==> src/rtl/fetch_unit_pkg.sv <==
// Shared types and constants for the instruction fetch stage.
// PC arithmetic helpers and the {pc, instr} entry stored in the prefetch FIFO.
package fetch_unit_pkg;

   localparam int          INSTR_W          = 32;
   localparam logic [31:0] RESET_PC_DEFAULT = 32'h0000_0000;
   localparam logic [31:0] PC_STEP          = 32'd4;
   localparam logic [31:0] PC_ALIGN_MASK    = 32'hFFFF_FFFC;

   typedef struct packed {
      logic [31:0]        pc;
      logic [INSTR_W-1:0] instr;
   } fetch_entry_t;

   function automatic logic [31:0] align_pc(input logic [31:0] pc);
      return pc & PC_ALIGN_MASK;
   endfunction

endpackage

==> src/rtl/fetch_fifo.sv <==
// Prefetch FIFO of {pc, instr} entries; head is read combinationally from registered storage.
// Push into an empty FIFO is visible next cycle; flush beats push/pop; caller never overfills or underflows it.
module fetch_fifo
   import fetch_unit_pkg::*;
#(
   parameter int DEPTH = 4
) (
   input  logic                       clk,
   input  logic                       rst,
   input  logic                       push_i,
   input  fetch_entry_t               push_dat_i,
   input  logic                       pop_i,
   input  logic                       flush_i,
   output logic [$clog2(DEPTH):0]     count_o,
   output fetch_entry_t               head_o
);

   localparam int AW = $clog2(DEPTH);
   localparam int CW = AW + 1;

   fetch_entry_t    mem_q [DEPTH];
   logic [AW-1:0]   wr_ptr_q, wr_ptr_d;
   logic [AW-1:0]   rd_ptr_q, rd_ptr_d;
   logic [CW-1:0]   count_q, count_d;

   always_comb begin
      wr_ptr_d = wr_ptr_q;
      rd_ptr_d = rd_ptr_q;
      count_d  = count_q;
      if (flush_i) begin
         wr_ptr_d = '0;
         rd_ptr_d = '0;
         count_d  = '0;
      end else begin
         if (push_i) wr_ptr_d = wr_ptr_q + AW'(1);
         if (pop_i)  rd_ptr_d = rd_ptr_q + AW'(1);
         count_d = count_q + CW'(push_i) - CW'(pop_i);
      end
   end

   always_ff @(posedge clk) begin
      if (!rst) begin
         wr_ptr_q <= '0;
         rd_ptr_q <= '0;
         count_q  <= '0;
         for (int i = 0; i < DEPTH; i++) mem_q[i] <= '0;
      end else begin
         wr_ptr_q <= wr_ptr_d;
         rd_ptr_q <= rd_ptr_d;
         count_q  <= count_d;
         if (push_i && !flush_i) mem_q[wr_ptr_q] <= push_dat_i;
      end
   end

   assign count_o = count_q;
   assign head_o  = mem_q[rd_ptr_q];

endmodule

==> src/rtl/fetch_unit.sv <==
// Decoupled instruction fetch: sequential imem requests, in-order responses buffered with PCs, redirect flush.
// Latency: request N, response N+1, if_valid N+2; issue stops once buffered + in-flight reaches DEPTH.
module fetch_unit
   import fetch_unit_pkg::*;
#(
   parameter int          DEPTH    = 4,
   parameter logic [31:0] RESET_PC = RESET_PC_DEFAULT
) (
   input  logic        clk,
   input  logic        rst,
   output logic        imem_req_valid,
   input  logic        imem_req_ready,
   output logic [31:0] imem_req_addr,
   input  logic        imem_rsp_valid,
   input  logic [31:0] imem_rsp_data,
   input  logic        redirect_valid,
   input  logic [31:0] redirect_pc,
   output logic        if_valid,
   input  logic        if_ready,
   output logic [31:0] if_instr,
   output logic [31:0] if_pc
);

   localparam int CW = $clog2(DEPTH) + 1;

   logic [31:0]   fetch_pc_q, fetch_pc_d;
   logic [31:0]   resp_pc_q, resp_pc_d;
   logic [CW-1:0] outstanding_q, outstanding_d;
   logic [CW-1:0] discard_q, discard_d;
   logic [CW-1:0] count;
   logic [CW:0]   credit_used;
   logic          req_fire, rsp_take, push, pop;
   fetch_entry_t  head, push_dat;

   // Credit covers both buffered entries and requests still in flight, so a push can never overflow.
   assign credit_used    = {1'b0, count} + {1'b0, outstanding_q};
   assign imem_req_valid = rst && !redirect_valid && (credit_used < (CW+1)'(DEPTH));
   assign imem_req_addr  = fetch_pc_q;
   assign req_fire       = imem_req_valid && imem_req_ready;

   assign rsp_take = imem_rsp_valid && (outstanding_q != '0);
   assign push     = rsp_take && (discard_q == '0) && !redirect_valid;
   assign push_dat = '{pc: resp_pc_q, instr: imem_rsp_data};

   assign if_valid = (count != '0) && !redirect_valid;
   assign pop      = if_valid && if_ready;
   assign if_instr = head.instr;
   assign if_pc    = head.pc;

   always_comb begin
      fetch_pc_d    = fetch_pc_q;
      resp_pc_d     = resp_pc_q;
      discard_d     = discard_q;
      outstanding_d = outstanding_q + CW'(req_fire) - CW'(rsp_take);
      if (redirect_valid) begin
         // Everything still in flight after this cycle belongs to the old path.
         fetch_pc_d = align_pc(redirect_pc);
         resp_pc_d  = align_pc(redirect_pc);
         discard_d  = outstanding_q - CW'(rsp_take);
      end else begin
         if (req_fire) fetch_pc_d = fetch_pc_q + PC_STEP;
         if (push)     resp_pc_d  = resp_pc_q + PC_STEP;
         if (rsp_take && (discard_q != '0)) discard_d = discard_q - CW'(1);
      end
   end

   always_ff @(posedge clk) begin
      if (!rst) begin
         fetch_pc_q    <= RESET_PC;
         resp_pc_q     <= RESET_PC;
         outstanding_q <= '0;
         discard_q     <= '0;
      end else begin
         fetch_pc_q    <= fetch_pc_d;
         resp_pc_q     <= resp_pc_d;
         outstanding_q <= outstanding_d;
         discard_q     <= discard_d;
      end
   end

   fetch_fifo #(.DEPTH(DEPTH)) u_fifo (
      .clk        (clk),
      .rst        (rst),
      .push_i     (push),
      .push_dat_i (push_dat),
      .pop_i      (pop),
      .flush_i    (redirect_valid),
      .count_o    (count),
      .head_o     (head)
   );

endmodule

==> config.mk <==
export PLATFORM = sky130hd
export DESIGN_NAME = fetch_unit
export DESIGN_NICKNAME = d
export VERILOG_FILES = /design/src/rtl/fetch_unit_pkg.sv /design/src/rtl/fetch_fifo.sv /design/src/rtl/fetch_unit.sv
export SDC_FILE = /design/constraint.sdc
export NUM_CORES = 1
export LEC_CHECK = 0
export BUFFER_PORTS_ARGS = -buffer_cell sky130_fd_sc_hd__clkbuf_2
export CAP_MARGIN = 10
export CORE_ASPECT_RATIO = 1.75
export CORE_MARGIN = 10
export CORE_UTILIZATION = 54
export DETAILED_ROUTE_END_ITERATION = 12
export GPL_TIMING_DRIVEN = 0
export PLACE_DENSITY_LB_ADDON = 0.25
export SLEW_MARGIN = 20
export SYNTH_ARGS = -nofsm -noshare
export SYNTH_HDL_FRONTEND = slang
export SYNTH_SLANG_ARGS = --single-unit
==> constraint.sdc <==
create_clock -name clk -period 7.3 [get_ports clk]
set_input_delay 1.095 -clock clk [delete_from_list [all_inputs] [get_ports clk]]
set_output_delay 1.095 -clock clk [all_outputs]
set_load 0.05 [all_outputs]
==> results.yml <==
yosys:
  netlist.top_cell.by_area: "edfxtp_1"
  syn_inst: 1113
  synthTopCellsByCount: "248 x edfxtp_1, 231 x and2_1, 75 x dfxtp_1"
  async_flop_share_pct: 0
  synth.area.mux_share_pct: 9.76
  synth-seq-cells: 323
  synth_flop_cell: "edfxtp_1"
  synth-edff-count: 248
  yosysSeqAreaShare_pct: 60.7
  synth_top_family_by_area: "simple AND/OR/NAND/NOR gates"
  yosys_warnings: 0
  synth_compound_area_share_pct: 4.29
  synthAdderAreaFrac_pct: 1.29
  synth_area_sq_um: 14700
  synth_top_area_share_pct: 50.5
  yosysUniqueCellTypes: 58
  synth-simple-area-share_pct: 17.6
  ys_top_cells_by_area: "edfxtp_1 51%, dfxtp_1 10%, and2_1 9.8%"
  avgSynthCellArea_sq_um: 13.2
  yosysMostFrequentCell: "edfxtp_1"
  synth_xor_area_share_pct: 3.45
final_layout:
  fill_cells: 2118
  seq_area_sq_um: 8950
  instances_no_fill: 1714
  drive_gt1_share_pct: 23.5
  final_util_pct: 64.2
  finalNetCount: 1405
  finalInstanceArea_sq_um: 17400
  syn2layout_area_growth_pct: 18.1
  multi_input_area_sq_um: 5430
sta:
  relSlewSlack_pct: 41.0
  tightest_slew_ps: 878
  rsz0062_at_grt: "false"
  period_minus_slack_ps: 3700
  fmax_mhz: 271
  slew_viol_final: 0
  setup-violations-final: 0
  whs_ps: 539
  finalCritPeriodShare_pct: 50.6
  hold_viol_final: 0
  worst_clock_skew_ps: 13.6
min_path:
  hold_class: "reg2reg"
clocking:
  cts.clk_slew.worst_paths_ps: 70
  post_cts_buffers: 0
  cts_sinks: 323
  cts_buffer_depth: 3
  clock-root-buffer: "clkbuf_16"
  cts-buffers-inserted: 29
  tritoncts: "yes"
  clk_latency_ps: 560
  cts_resized: 0
  cts-hold-fix-buffers: 0
  htree_levels: 1
drt:
  dr.pass1.iters: 5
  drt_iter0_markers: 506
  wl_per_cell_um: 21.4
  ant_nets: 0
  wl_um: 36700
  drc: 0
  vias: 9690
  via_per_inst: 5.65
placement:
  place_congestion: 0.940
  portBuffers: 160
  place_inst: 1659
  place_area_sq_um: 16400
  detailed_place_hpwl_um: 26900
setup_path:
  cp.required_ps: 6200
  cp.buffers_inverters: 3
  cp.arrival_ps: 2600
  worstPathMaxFanout: 10
  cpPeakStageDelay_ps: 610
  worstSetupEndpointType: "primary output"
  cp_cell_sequence: "clkbuf_1, buf_2, mux4_2, clkbuf_2"
  crit_type: "reg2out"
  cp_slowest_cell: "mux4_2"
  worstSetupStartpointType: "flip-flop"
  cpLargestDelayFamily: "buffers and inverters"
die:
  dieHeight_um: 239
  boundaryPins: 168
  core_sq_um: 27100
  start_util_pct: 54.3
  rows: 80
  dieArea_sq_um: 34600
  die_x_um: 145
global_routing:
  overflow: 0
  grt_max_degree: 21
  grtUsageTotal_pct: 21.5
  grt_pass1_vias: 10600
  antenna_found_initial: 1
  grt_pass1_wl_um: 57200
job:
  max-cap-violations: 0
status:
  status: "finished, final reports clean"
power:
  ir_worst_vdd_v: 0.000221
  power_uw: 4510
  leakage_uw: 0.00642
  power.density_nw_per_um2: 259
## placed cells by master (no fill, tap or decap), drive strengths merged, types with 5 or more instances in the layout
cell type and n:
a21oi 48, and2 231, and3 8, and4 7, buf 34, bufinv 5, clkbuf 249, clkinv 8
dfxtp 75, edfxtp 248, ha 12, inv 26, mux4 62, nand2 46, nand3 24, nand4 16
nor2 33, nor2b 5, nor3 34, nor4 20, o21ai 35, xnor2 48, xor2 10
## stage by stage
step	setup TNS, ps	setup slack [ps]
after floorplan	0	478
after global placement	-792100	-3440
after detailed placement	0	3580
after CTS	0	3480
after global routing	0	3410
final	0	3600
## routing by layer
layer / up-vias / share of wire [%] / wire length (um) / track usage, %
met4: 0 / 3.8 / 1400 / 9.35
li1: 4503 / - / - / -
met2: 341 / 55 / 20300 / 40.3
met3: 79 / 5.6 / 2050 / 3.32
met5: - / 0 / 0 / 0
met1: 4767 / 35 / 12900 / 22.9
## power breakdown
part           total, uW  switching, uW  internal, uW
Clock               1630            687           942
Combinational        699            475           224
Sequential          2180           73.5          2110
## path summary, 6_finish.rpt
| check | startpoint | end | slack, ps | cells past startpoint |
|---|---|---|---|---|
| max | flip-flop | if_pc[13] | 3600 | 4 |
| min | u_fifo.rd_ptr_q[1]$_SDFFE_PP0P_ | flip-flop | 540 | 2 |
| max reg2reg | discard_q[0]$_SDFFE_PN0P_ | u_fifo.mem_q[2][6]$_SDFFCE_PN0P_ | 4300 | 8 |
| min reg2reg | u_fifo.rd_ptr_q[1]$_SDFFE_PP0P_ | flip-flop | 540 | 2 |
## worst min-delay path, stage by stage, from the launching register on
cell	delay, ps
dfxtp_1	330
xor2_1	60
nor2_1	110
## registers in the layout (all words and copies together) (netlist names), named ones only
name / cells
discard_q: 3
u_fifo.count_o: 3
imem_req_addr: 30
u_fifo.wr_ptr_q: 2
u_fifo.mem_q: 248
outstanding_q: 3
u_fifo.rd_ptr_q: 2
resp_pc_q: 30
## area by class of cell
| type | instances | share of cell area [%] |
|---|---|---|
| well taps | 369 | 2.65 |
| multi-input cells | 695 | 31.2 |
| diodes | 1 | 0.0144 |
| clock buffers | 35 | 4.47 |
| repair buffers | 174 | 6.45 |
| flip-flops and latches | 323 | 51.4 |
| inverters | 24 | 0.517 |
| clock inverters | 19 | 1.38 |
| plain buffers | 74 | 1.93 |
## cell families after synthesis
| family | after synthesis |
|---|---|
| buffers and inverters | 98 |
| XOR/XNOR | 58 |
| multiplexers | 66 |
| other | 1 |
| flip-flops | 323 |
| AND/OR/NAND/NOR | 442 |
| AO/OA/AOI/OAI | 111 |
| adder cells (fa/ha/maj) | 14 |
Power figures use the tool's default switching activity.
